**config.mk**
```make
export PLATFORM = sky130hd
export DESIGN_NAME = output_display_flat
export DESIGN_NICKNAME = d
export VERILOG_FILES = /design/src/rtl/output_display_if.sv /design/src/rtl/output_display.sv /design/src/flat_wrapper.sv
export SDC_FILE = /design/constraint.sdc
export NUM_CORES = 1
export LEC_CHECK = 0
export ABC_AREA = 1
export CORE_ASPECT_RATIO = 1.4
export CORE_MARGIN = 2
export CORE_UTILIZATION = 57
export DETAILED_ROUTE_END_ITERATION = 10
export DONT_BUFFER_PORTS = 1
export PLACE_DENSITY = 0.75
export SETUP_SLACK_MARGIN = 0.15
export SLEW_MARGIN = 20
export SYNTH_ARGS = -nofsm -noshare
export SYNTH_HDL_FRONTEND = slang
export SYNTH_SLANG_ARGS = --single-unit
```
**constraint.sdc**
```tcl
create_clock -name clk -period 2 [get_ports clk]
set_input_delay 0.4 -clock clk [delete_from_list [all_inputs] [get_ports clk]]
set_output_delay 0.4 -clock clk [all_outputs]
set_load 0.01 [all_outputs]
```
**src/rtl/output_display_if.sv**
```systemverilog
// output_display_if: bus between the CPU output-register side and the display.
//
// Macro: none (the optional leading-zero blanking feature lives in output_display.sv).
//
// Signals:
//   oi           : output-register load strobe from control (master -> slave)
//   data_i[7:0]  : CPU bus byte (master -> slave)
//   sgn          : 1 = byte is two's complement, 0 = unsigned (master -> slave)
//   display_data : latched raw byte (slave -> master)
//   busy         : decimal conversion in progress (slave -> master)
//   seg[6:0]     : segments {g,f,e,d,c,b,a}, active-high (slave -> master)
//   dig[3:0]     : one-hot digit enable, [0]=ones .. [3]=sign (slave -> master)
//   dbg_state    : conversion FSM state, 0 = idle, 1 = converting (slave -> master)
//
// Handshake: oi is a valid-only strobe with no ready. A load is taken on
// every rising edge where oi=1, including while busy, in which case the new
// byte replaces the conversion in flight. busy is status only and never
// stalls the master.
interface output_display_if;
  logic       oi;
  logic [7:0] data_i;
  logic       sgn;
  logic [7:0] display_data;
  logic       busy;
  logic [6:0] seg;
  logic [3:0] dig;
  logic       dbg_state;

  modport master (
    output oi, data_i, sgn,
    input  display_data, busy, seg, dig, dbg_state
  );

  modport slave (
    input  oi, data_i, sgn,
    output display_data, busy, seg, dig, dbg_state
  );
endinterface

```
**src/rtl/output_display.sv**
```systemverilog
// output_display: latches the CPU output byte, converts it to sign + three
// decimal digits with a sequential double-dabble engine (one bit per clock),
// and drives a 4-digit multiplexed 7-segment display.
//
// Parameters:
//   SCAN_DIV : clock cycles each digit stays enabled (>= 2).
// Configuration macro:
//   DISPLAY_LZB_EN : when defined, leading zeros in hundreds/tens are blanked.
// Ports:
//   clk : system clock
//   clr : synchronous active-high reset
//   bus : output_display_if.slave (oi, data_i, sgn in; display_data, busy,
//         seg, dig, dbg_state out)
module output_display #(
  parameter int SCAN_DIV = 1024
) (
  input logic             clk,
  input logic             clr,
  output_display_if.slave bus
);

  localparam int PW = (SCAN_DIV > 2) ? $clog2(SCAN_DIV) : 1;
  localparam logic [PW-1:0] P_TERM = PW'(SCAN_DIV - 1);

  typedef enum logic {
    S_IDLE = 1'b0,
    S_CONV = 1'b1
  } state_t;

  state_t r_state;
  state_t w_next;

  logic [7:0]    r_disp_data;
  logic [7:0]    r_m;
  logic          r_n;
  logic [11:0]   r_bcd;
  logic [3:0]    r_step;
  logic [3:0]    r_h, r_t, r_o;
  logic          r_neg;
  logic [PW-1:0] r_presc;
  logic [1:0]    r_idx;

  logic [11:0]   w_bcd_adj;
  logic [11:0]   w_bcd_shift;
  logic [6:0]    w_seg;

  function automatic logic [6:0] f_seg7(input logic [3:0] v);
    case (v)
      4'd0:    f_seg7 = 7'h3F;
      4'd1:    f_seg7 = 7'h06;
      4'd2:    f_seg7 = 7'h5B;
      4'd3:    f_seg7 = 7'h4F;
      4'd4:    f_seg7 = 7'h66;
      4'd5:    f_seg7 = 7'h6D;
      4'd6:    f_seg7 = 7'h7D;
      4'd7:    f_seg7 = 7'h07;
      4'd8:    f_seg7 = 7'h7F;
      4'd9:    f_seg7 = 7'h6F;
      default: f_seg7 = 7'h00;
    endcase
  endfunction

  function automatic logic [3:0] f_adj(input logic [3:0] v);
    f_adj = (v >= 4'd5) ? v + 4'd3 : v;
  endfunction

  // FSM state register
  always_ff @(posedge clk) begin
    if (clr) r_state <= S_IDLE;
    else     r_state <= w_next;
  end

  // A load always (re)starts a conversion; the 8th iteration returns to idle.
  always_comb begin
    w_next = r_state;
    if (bus.oi)
      w_next = S_CONV;
    else if (r_state == S_CONV && r_step == 4'd7)
      w_next = S_IDLE;
  end

  // One double-dabble iteration: add 3 to nibbles >= 5, then shift in the
  // next magnitude bit (MSB first).
  always_comb begin
    w_bcd_adj   = {f_adj(r_bcd[11:8]), f_adj(r_bcd[7:4]), f_adj(r_bcd[3:0])};
    w_bcd_shift = {w_bcd_adj[10:0], r_m[7]};
  end

  always_ff @(posedge clk) begin
    if (clr) begin
      r_disp_data <= 8'h00;
      r_m         <= 8'h00;
      r_n         <= 1'b0;
      r_bcd       <= 12'h000;
      r_step      <= 4'd0;
      r_h         <= 4'd0;
      r_t         <= 4'd0;
      r_o         <= 4'd0;
      r_neg       <= 1'b0;
    end else if (bus.oi) begin
      r_disp_data <= bus.data_i;
      // Negating 0x80 in 8 bits yields 0x80, which read unsigned is 128.
      r_m         <= (bus.sgn && bus.data_i[7]) ? (~bus.data_i + 8'd1) : bus.data_i;
      r_n         <= bus.sgn && bus.data_i[7];
      r_bcd       <= 12'h000;
      r_step      <= 4'd0;
    end else if (r_state == S_CONV) begin
      r_bcd  <= w_bcd_shift;
      r_m    <= {r_m[6:0], 1'b0};
      r_step <= r_step + 4'd1;
      // Display registers only move here, so the panel never shows a
      // half-converted value.
      if (r_step == 4'd7) begin
        r_h   <= w_bcd_shift[11:8];
        r_t   <= w_bcd_shift[7:4];
        r_o   <= w_bcd_shift[3:0];
        r_neg <= r_n;
      end
    end
  end

  // Digit scan, free-running and independent of loads.
  always_ff @(posedge clk) begin
    if (clr) begin
      r_presc <= '0;
      r_idx   <= 2'd0;
    end else if (r_presc == P_TERM) begin
      r_presc <= '0;
      r_idx   <= r_idx + 2'd1;
    end else begin
      r_presc <= r_presc + 1'b1;
    end
  end

  always_comb begin
    w_seg = 7'h00;
    case (r_idx)
      2'd0: w_seg = f_seg7(r_o);
`ifdef DISPLAY_LZB_EN
      2'd1: w_seg = (r_h == 4'd0 && r_t == 4'd0) ? 7'h00 : f_seg7(r_t);
      2'd2: w_seg = (r_h == 4'd0) ? 7'h00 : f_seg7(r_h);
`else
      2'd1: w_seg = f_seg7(r_t);
      2'd2: w_seg = f_seg7(r_h);
`endif
      2'd3: w_seg = r_neg ? 7'h40 : 7'h00;
      default: w_seg = 7'h00;
    endcase
  end

  assign bus.display_data = r_disp_data;
  assign bus.busy         = (r_state == S_CONV);
  assign bus.dbg_state    = r_state;
  assign bus.seg          = w_seg;
  assign bus.dig          = 4'b0001 << r_idx;

endmodule
```
**src/flat_wrapper.sv**
```systemverilog
// flat-port wrapper written by rule: the top's interface ports become plain ports
module output_display_flat 
#(
  parameter int SCAN_DIV = 1024
)
  (clk, clr, bus_oi, bus_data_i, bus_sgn, bus_display_data, bus_busy, bus_seg, bus_dig, bus_dbg_state);
  output_display_if bus_i ();
  input logic clk;
  input logic clr;
  input wire logic [$bits(bus_i.oi)-1:0] bus_oi;
  input wire logic [$bits(bus_i.data_i)-1:0] bus_data_i;
  input wire logic [$bits(bus_i.sgn)-1:0] bus_sgn;
  output wire logic [$bits(bus_i.display_data)-1:0] bus_display_data;
  output wire logic [$bits(bus_i.busy)-1:0] bus_busy;
  output wire logic [$bits(bus_i.seg)-1:0] bus_seg;
  output wire logic [$bits(bus_i.dig)-1:0] bus_dig;
  output wire logic [$bits(bus_i.dbg_state)-1:0] bus_dbg_state;
  assign bus_i.oi = bus_oi;
  assign bus_i.data_i = bus_data_i;
  assign bus_i.sgn = bus_sgn;
  assign bus_display_data = bus_i.display_data;
  assign bus_busy = bus_i.busy;
  assign bus_seg = bus_i.seg;
  assign bus_dig = bus_i.dig;
  assign bus_dbg_state = bus_i.dbg_state;
  output_display #(.SCAN_DIV(SCAN_DIV)) u_core (.clk(clk), .clr(clr), .bus(bus_i));
endmodule
```
==> qor.csv, run 1 <==
stage;metric;value;unit
status;status;finished clean;
timing;Final Hold Viols;0;
power_and_ir_drop;Peak VDD IR;388;uV
global_route;number of global-route vias before repair;3374;
global_route;total gr overflow;0;
final_layout;Non-Filler Instances;696;
final_layout;Layout Nets;641;
critical_path;CP Launch Type;register;
critical_path;CP delay by family, top;simple AND/OR/NAND/NOR gates;
timing;clock skew;0.0171;ns
final_layout;number of inserted diodes;0;
yosys;area leader, netlist;dfxtp_1;
yosys;Most used DFF post-synth;dfxtp_1;
timing;period utilization;0.969;
power_and_ir_drop;total chip power;3200;uW
routing;drt first pass iters;6;
yosys;Cells after Synth;555;
final_layout;final instance area;0.00527;sq mm
placement;Post-DP Area;0.00431;sq mm
placement;IO buf count;0;
global_route;all-layer global routing usage;0.223;
timing;Slew @ Worst Pin;0.459;ns
cts;clock-pin slew on the worst setup and hold paths;0.09;ns
critical_path;Setup CP Type;register to register;
timing;Setup violations, final;0;
floorplanning;num rows;36;
timing;unrepaired setup endpoints after global routing;true;
final_layout;final core occ;0.755;
critical_path;Crit-path slowest cell;dfxtp_4;
cts;Num CTS Buffers;9;
routing;vias;3800;
routing;Iter 0 DRT Violations;222;
critical_path;Crit path buffers/inverters;2;
placement;DP Wirelength;6070;microns
yosys;Seq/Total Area, Yosys;0.388;
critical_path;crit path DAT;2.19;ns
global_route;initial antenna violation count;0;
timing;Slew Limit Fails;0;
yosys;library cells used by synthesis;35;
routing;Final ANT Viol Nets;0;
yosys;Seq cells post-synth;80;
routing;Routed WL;10400;microns
final_layout;Area Growth Syn to Fin;27.8;%
critical_path;crit end category;register;
global_route;largest net degree at the start of global routing;21;
power_and_ir_drop;Leakage Power;0.00238;uW
yosys;asr flop ratio synth;0;
cts;worst-skew pair later-pin latency;0.36;ns
cts;clk sink count;80;
cts;Clock Path Buffers;2;
power_and_ir_drop;PwrDens;606;mW/mm^2
timing;relative slew slack;0.694;
floorplanning;core area;0.00698;sq mm
placement;Post-Place Cells;653;
yosys;share of the synthesized area in the top cell type;0.388;
global_route;first-pass GRT wire length;14600;microns
critical_path;crit-path cells;buf_6 -> ha_4 -> nand2_4 -> nand3_4 -> nand2_2 -> nand2_2 -> nand2_2 -> nand2_4 -> buf_6 -> ha_4 -> nand3b_1 -> nand3_2 -> nand2_1;
floorplanning;Die X;75.9;microns
yosys;yosys warns;0;
routing;DR vias/cell;5.46;
routing;Wirelength per Cell;15.0;microns
floorplanning;full die area;0.00794;sq mm
yosys;Synth Cell Area;0.00413;sq mm
floorplanning;Die Height;105;microns
critical_path;Crit path required time;2.25;ns
critical_path;CP max FO;4;
cts;CTS tree;done;
floorplanning;# IOs;33;
cts;H-tree levels;3;
placement;gp weighted congestion;0.876;
worst_hold_path;Hold WC Path Type;input pin to register;
floorplanning;Starting Density;0.591;
timing;Max Freq;516;MHz
yosys;Synth area leaders;dfxtp_1, nand2_1, ha_1, inv_1, a21oi_1;
timing;hold_ws;0.107;ns
yosys;syn nets;598;
cts;CTS root buffer;clkbuf_8;
job;max cap viols;0;
final_layout;Filler cells;492;
yosys;Post-synth EDFFs;0;
timing;Final min period;1.94;ns
final_layout;flip-flop and latch area;0.00163;sq mm
critical_path;most frequent CP cell;nand2_2;
cts;hold_buf cts;0;
routing;DRC Markers;0;
final_layout;area occupied by multi-input gates;0.00264;sq mm
critical_path;CP max stage delay;0.37;ns
final_layout;share of post-route cells with drive strength above 1;0.311;
yosys;Syn Area/Cell;7.43;sq um
per-layer routing:
metal | GRT usage | vias up | wire length, microns | share of wire
met2 | 0.417 | 136 | 5500 | 0.53
met5 | 0 | - | 0 | 0
met1 | 0.235 | 1746 | 4010 | 0.38
li1 | - | 1877 | - | -
met4 | 0.125 | 0 | 414 | 0.040
met3 | 0.0371 | 41 | 509 | 0.049
worst register-to-register path, stage by stage, from the launching register on:
cell and delay, ns:
dfxtp_4 0.37, buf_6 0.12, ha_4 0.16, nand2_4 0.09, nand3_4 0.07, nand2_2 0.08
nand2_2 0.08, nand2_2 0.12, nand2_4 0.08, buf_6 0.14, ha_4 0.14, nand3b_1 0.20
nand3_2 0.12, nand2_1 0.05
Yosys cell counts (2+ instances only):
cell      number
nand3_1       23
ha_1          31
inv_2          7
o211ai_1       4
nand3b_1      12
xnor2_1        2
nand2_1      160
nor2_2         2
nor2_1        27
nand2_4        4
dfxtp_1       80
nand2_2        4
o21ai_4        3
o21ai_0       33
nand4_1        9
nor3_1        10
clkbuf_1       7
nor2_4         3
a31oi_1        3
nand3_2        3
inv_1         67
a21oi_1       44
nand3_4        4
buf_4          2
cells by family after synthesis:
logic type                 Yosys count  share of synthesized area
and+or+nand+nor                    265                      0.308
DFF                                 80                      0.388
xor gates and xnor gates             3                    0.00637
adders and majority gates           31                     0.0940
AOI/OAI and AO/OA                   90                      0.122
buffers and inverters               86                     0.0807
final timing paths:
kind                                                    to              start  slack [ns]  cells after the start
worst max-delay path                              register    u_core.r_bcd[0]        0.06                     13
worst min register to register           u_core.r_presc[0]  u_core.r_presc[0]        0.47                      1
worst min-delay path            u_core.bus.display_data[5]                clr        0.11                      1
worst max register to register                    register    u_core.r_bcd[0]        0.06                     13
power by group:
part / leakage [uW] / total, uW / internal, uW / switching [uW]
Sequential: 0.000658 / 1660 / 1630 / 36.9
Combinational: 0.00162 / 247 / 97.3 / 149
Clock: 0.000108 / 1280 / 719 / 564
Total: 0.00238 / 3200 / 2440 / 751
placed cells by master, fill, tap and decap left out, types with 11 or more instances in the layout:
| master | count |
|---|---|
| a21oi_1 | 32 |
| a21oi_2 | 12 |
| buf_4 | 35 |
| dfxtp_1 | 68 |
| ha_1 | 11 |
| ha_4 | 16 |
| inv_1 | 53 |
| nand2_1 | 131 |
| nand2_2 | 24 |
| nand2_4 | 12 |
| nand3_1 | 18 |
| nand3b_1 | 12 |
| nor2_1 | 26 |
| o21ai_0 | 29 |
what timing repair did:
item	CTS	global route
pin swaps	10	49
hold endpoints to repair	0	0
gates resized for setup	56	95
buffers inserted	6	23
setup endpoints to repair	25	28
final cells by class:
cell class,count,share of cell area
timing repair buffer,42,0.0648
multi-input combinational,389,0.500
inverter,76,0.0632
clock buffer,10,0.0261
clock inverter,4,0.0133
tap,95,0.0226
sequential,80,0.310
metrics by stage:
stage          setup WS [ns]  TNS, ns
2_1_floorplan          0.151        0
3_3_place_gp          0.0778        0
3_5_place_dp         0.00918        0
4_1_cts                0.137        0
5_1_grt              -0.0114  -0.0209
6_report              0.0614        0
Power figures use the tool's default switching activity.
==> run 2, diff against run 1 <==
--- a/config.mk
+++ b/config.mk
@@ -17,3 +17,4 @@
 export SYNTH_ARGS = -nofsm -noshare
 export SYNTH_HDL_FRONTEND = slang
 export SYNTH_SLANG_ARGS = --single-unit
+export TNS_END_PERCENT = 20
==> qor.csv, run 2 (synthesis gave the netlist of run 1 again) <==
stage;metric;value;unit
floorplanning;num rows;36;
timing;Slew @ Worst Pin;0.440;ns
timing;clock skew;0.0159;ns
global_route;number of global-route vias before repair;3307;
power_and_ir_drop;Leakage Power;0.00231;uW
critical_path;CP max FO;4;
timing;Slew Limit Fails;0;
final_layout;Area Growth Syn to Fin;23.7;%
routing;Wirelength per Cell;14.3;microns
timing;Setup violations, final;0;
cts;hold_buf cts;0;
power_and_ir_drop;register share of total power;0.525;
timing;hold_ws;0.108;ns
power_and_ir_drop;Switch Pwr;734;uW
routing;Iter 0 DRT Violations;173;
final_layout;final core occ;0.731;
floorplanning;# IOs;33;
final_layout;number of inserted diodes;0;
floorplanning;Starting Density;0.591;
critical_path;Crit path required time;2.30;ns
final_layout;most common cell after layout, fill and taps aside;nand2_1;
power_and_ir_drop;Clock Power Share;0.402;
critical_path;CP Launch Type;register;
worst_hold_path;Hold WC Path Type;input pin to register;
routing;DRC Markers;0;
global_route;total gr overflow;0;
power_and_ir_drop;total chip power;3170;uW
floorplanning;full die area;0.00794;sq mm
timing;relative slew slack;0.706;
cts;Num CTS Buffers;9;
cts;clk sink count;80;
power_and_ir_drop;Pint;2440;uW
critical_path;crit end category;register;
final_layout;final instance area;0.00510;sq mm
job;max cap viols;0;
timing;Final Hold Viols;0;
floorplanning;Die Height;105;microns
global_route;all-layer global routing usage;0.218;
routing;drt first pass iters;5;
cts;CTS root buffer;clkbuf_8;
final_layout;share of post-route cells with drive strength above 1;0.281;
floorplanning;core area;0.00698;sq mm
timing;Max Freq;515;MHz
final_layout;Filler cells;503;
placement;gp weighted congestion;0.876;
timing;unrepaired setup endpoints after global routing;true;
cts;Clock Path Buffers;2;
global_route;initial antenna violation count;0;
global_route;largest net degree at the start of global routing;21;
power_and_ir_drop;Net Sw Frac;0.231;
placement;Post-DP Area;0.00431;sq mm
power_and_ir_drop;Peak VDD IR;400;uV
final_layout;Layout Nets;631;
timing;Final min period;1.94;ns
power_and_ir_drop;PwrDens;621;mW/mm^2
status;status;finished clean;
routing;DR vias/cell;5.37;
global_route;first-pass GRT wire length;14200;microns
routing;Final ANT Viol Nets;0;
critical_path;Setup CP Type;register to register;
final_layout;commonest cells after routing, fill and taps aside;nand2_1, dfxtp_1, inv_1, a21oi_1, o21ai_0;
timing;period utilization;0.972;
placement;DP Wirelength;6070;microns
routing;Routed WL;9810;microns
critical_path;crit path DAT;2.24;ns
power_and_ir_drop;Logic pwr share;0.073;
placement;IO buf count;0;
critical_path;Worst R2R Path Depth;14;
worst_hold_path;hold depth;1;
cts;CTS tree;done;
cts;H-tree levels;3;
floorplanning;Die X;75.9;microns
cts;clock-pin slew on the worst setup and hold paths;0.08;ns
routing;vias;3682;
cts;worst-skew pair later-pin latency;0.36;ns
[run 2: cell count changes in the layout (fill, tap and decap cells not counted), sizes merged]
cell  previous run  this run
buf             42        32
[run 2: what timing repair did]
item                                    CTS  global route
gates resized for setup                  44            79
hold endpoints to repair                  0             0
buffers inserted                          3            16
endpoints found under the setup margin   25            28
pin swaps                                 3            39
[run 2: through the flow]
step           TNS [ns]  setup slack [ns]  cells
3_3_place_gp          0            0.0778    653
2_1_floorplan         0             0.151    555
4_1_cts               0            0.0981    670
6_report              0            0.0569    686
3_5_place_dp          0           0.00918    653
5_1_grt         -0.0511           -0.0160    686
[run 2: routing by layer]
metal  global-route usage  vias to the layer above  part of all wire  wire, microns
met2                0.405                      118              0.53           5240
met3               0.0354                       40             0.041            407
met5                    0                        -                 0              0
li1                     -                     1844                 -              -
met1                0.231                     1680              0.39           3800
met4                0.123                        0             0.036            358
[run 2: final timing paths]
check	from	end	slack [ns]
setup / recovery	u_core.r_bcd[0]	register	0.06
hold / removal	clr	u_core.bus.display_data[3]	0.11
setup reg to reg	u_core.r_bcd[0]	register	0.06
hold reg to reg	u_core.r_t[1]	u_core.r_t[1]	0.47
[run 2: power by group through the flow]
stage               sequential [uW]  clock, uW  combinational, uW
finish                         1670       1270                231
global placement               1700          0                176
global route                   1670       1350                257
detailed placement             1700          0                183
CTS                            1660       1290                190
floorplan                      1690          0                153
[run 2: final cells by class]
class,count,area [sq um],area share
Multi-Input combinational cell,389,2570,0.505
Sequential cell,80,1620,0.318
Inverter,76,320,0.0628
Timing Repair Buffer,32,255,0.0500
Clock buffer,10,138,0.0270
Tap cell,95,119,0.0233
Clock inverter,4,70.1,0.0137
[run 2: critical path, stage by stage, from the launching register on]
cell and delay, ns:
dfxtp_4 0.36, buf_6 0.12, ha_4 0.16, nand2_4 0.09, nand3_4 0.08, nand2_2 0.11
nand2_2 0.08, nand2_2 0.11, nand2_4 0.08, buf_6 0.13, ha_4 0.14, nand3b_1 0.19
nand2_1 0.11, nand2_1 0.06, nand2_1 0.05
==> run 3, diff against run 2 <==
--- a/config.mk
+++ b/config.mk
@@ -11,6 +11,7 @@
 export CORE_UTILIZATION = 57
 export DETAILED_ROUTE_END_ITERATION = 10
 export DONT_BUFFER_PORTS = 1
+export GPL_TIMING_DRIVEN = 0
 export PLACE_DENSITY = 0.75
 export SETUP_SLACK_MARGIN = 0.15
 export SLEW_MARGIN = 20
==> qor.csv, run 3 (synthesis gave the netlist of run 1 again) <==
stage;metric;value;unit
critical_path;CP delay by family, top;simple AND/OR/NAND/NOR gates;
status;status;finished clean;
placement;DP Wirelength;6270;microns
job;max cap viols;0;
timing;Setup violations, final;0;
cts;worst-skew pair later-pin latency;0.36;ns
timing;clock skew;0.00803;ns
power_and_ir_drop;Leakage Power;0.00235;uW
routing;vias;3725;
timing;period utilization;0.976;
cts;Clock Path Buffers;2;
critical_path;CP Launch Type;register;
routing;Wirelength per Cell;14.1;microns
power_and_ir_drop;Switch Pwr;749;uW
power_and_ir_drop;Peak VDD IR;625;uV
floorplanning;Die Height;105;microns
cts;Num CTS Buffers;9;
global_route;number of global-route vias before repair;3583;
critical_path;Worst R2R Path Depth;14;
timing;relative slew slack;0.646;
floorplanning;core area;0.00698;sq mm
critical_path;internal reg-to-reg setup slack;0.05;ns
final_layout;share of post-route cells with drive strength above 1;0.281;
routing;DRC Markers;0;
floorplanning;full die area;0.00794;sq mm
timing;Slew @ Worst Pin;0.531;ns
final_layout;Area Growth Syn to Fin;26.0;%
timing;Final min period;1.95;ns
final_layout;final core occ;0.745;
final_layout;commonest cells after routing, fill and taps aside;nand2_1, dfxtp_1, inv_1, o21ai_0, a21oi_1;
power_and_ir_drop;PwrDens;611;mW/mm^2
critical_path;most frequent CP cell;nand2_1;
cts;CTS tree;done;
floorplanning;# IOs;33;
final_layout;number of inserted diodes;0;
worst_hold_path;Hold WC Path Type;input pin to register;
power_and_ir_drop;Clock Power Share;0.405;
power_and_ir_drop;Logic pwr share;0.072;
routing;DR vias/cell;5.31;
floorplanning;num rows;36;
timing;Max Freq;512;MHz
cts;clock-pin slew on the worst setup and hold paths;0.08;ns
power_and_ir_drop;Net Sw Frac;0.236;
power_and_ir_drop;register share of total power;0.523;
critical_path;crit end category;register;
routing;Routed WL;9880;microns
critical_path;crit-path cells;ha_4 -> nand3_4 -> nor2_8 -> buf_12 -> nor2_4 -> buf_8 -> nand2_4 -> nand2_4 -> buf_6 -> ha_4 -> nand3b_1 -> nand2_1 -> nand2_1 -> nand2_1;
global_route;initial antenna violation count;0;
placement;Post-Place Cells;650;
final_layout;Layout Nets;646;
critical_path;Crit path required time;2.31;ns
critical_path;CP max FO;6;
final_layout;Non-Filler Instances;701;
cts;clk sink count;80;
global_route;first-pass GRT wire length;15800;microns
critical_path;CP max stage delay;0.36;ns
critical_path;Setup CP Type;register to register;
placement;IO buf count;0;
floorplanning;Starting Density;0.591;
timing;unrepaired setup endpoints after global routing;true;
worst_hold_path;hold depth;2;
timing;Slew Limit Fails;0;
cts;H-tree levels;3;
critical_path;Crit path buffers/inverters;3;
global_route;total gr overflow;0;
floorplanning;Die X;75.9;microns
routing;Final ANT Viol Nets;0;
routing;Iter 0 DRT Violations;209;
cts;hold_buf cts;0;
timing;Final Hold Viols;0;
critical_path;crit path DAT;2.26;ns
global_route;all-layer global routing usage;0.245;
final_layout;most common cell after layout, fill and taps aside;nand2_1;
critical_path;Crit-path slowest cell;dfxtp_2;
cts;CTS root buffer;clkbuf_8;
global_route;largest net degree at the start of global routing;13;
routing;drt first pass iters;4;
power_and_ir_drop;Pint;2430;uW
critical_path;Crit path depth;14;
placement;gp weighted congestion;0.874;
[run 3: cell types whose count changed in the layout (fill, tap and decap cells not counted), sizes merged]
cell,delta
clkbuf,+6
buf,+9
[run 3: layout make-up]
type / count / area, sq um
buffer: 10 / 61.3
multi-input combinational: 389 / 2550
sequential: 80 / 1620
fill: 496 / 1780
tap: 95 / 119
timing repair buffer: 37 / 320
clock inverter: 4 / 70.1
clock buffer: 10 / 138
inverter: 76 / 318
[run 3: final timing paths]
kind | endpoint | from
worst max register to register | register | u_core.r_step[1]
worst min register to register | u_core.r_presc[0] | u_core.r_presc[0]
worst max-delay path | register | u_core.r_step[1]
worst min-delay path | u_core.bus.display_data[2] | bus_data_i[2]
[run 3: through the flow]
stage,total power (uW),setup TNS (ns),instance area (sq um),hold WS [ns],worst slack (ns)
6_report,3180,0,5200,0.210,0.0476
4_1_cts,3180,0,4950,0.194,0.110
2_1_floorplan,1850,0,4140,0.421,0.151
3_5_place_dp,1900,-0.436,4260,0.439,-0.0613
3_3_place_gp,1890,-0.0692,4260,0.432,-0.0241
5_1_grt,3290,-0.194,5200,0.203,-0.0400
[run 3: layer usage]
| metal | track usage | vias up | wire, microns |
|---|---|---|---|
| li1 | - | 1870 | - |
| met1 | 0.257 | 1748 | 3800 |
| met2 | 0.461 | 87 | 5410 |
| met3 | 0.0509 | 20 | 398 |
| met4 | 0.117 | 0 | 274 |
| met5 | 0 | - | 0 |
[run 3: power groups by stage]
| stage | Clock [uW] | Sequential (uW) | Combinational, uW |
|---|---|---|---|
| after floorplan | 0 | 1690 | 153 |
| after CTS | 1300 | 1660 | 216 |
| final | 1290 | 1660 | 228 |
| after global placement | 0 | 1700 | 189 |
| after global routing | 1370 | 1670 | 255 |
| after detailed placement | 0 | 1700 | 197 |
[run 3: what timing repair did]
action / in CTS / in global routing
gates resized for setup: 70 / 55
setup buffers: 28 / 9
pin swaps: 24 / 32
endpoints found under the setup margin: 28 / 36
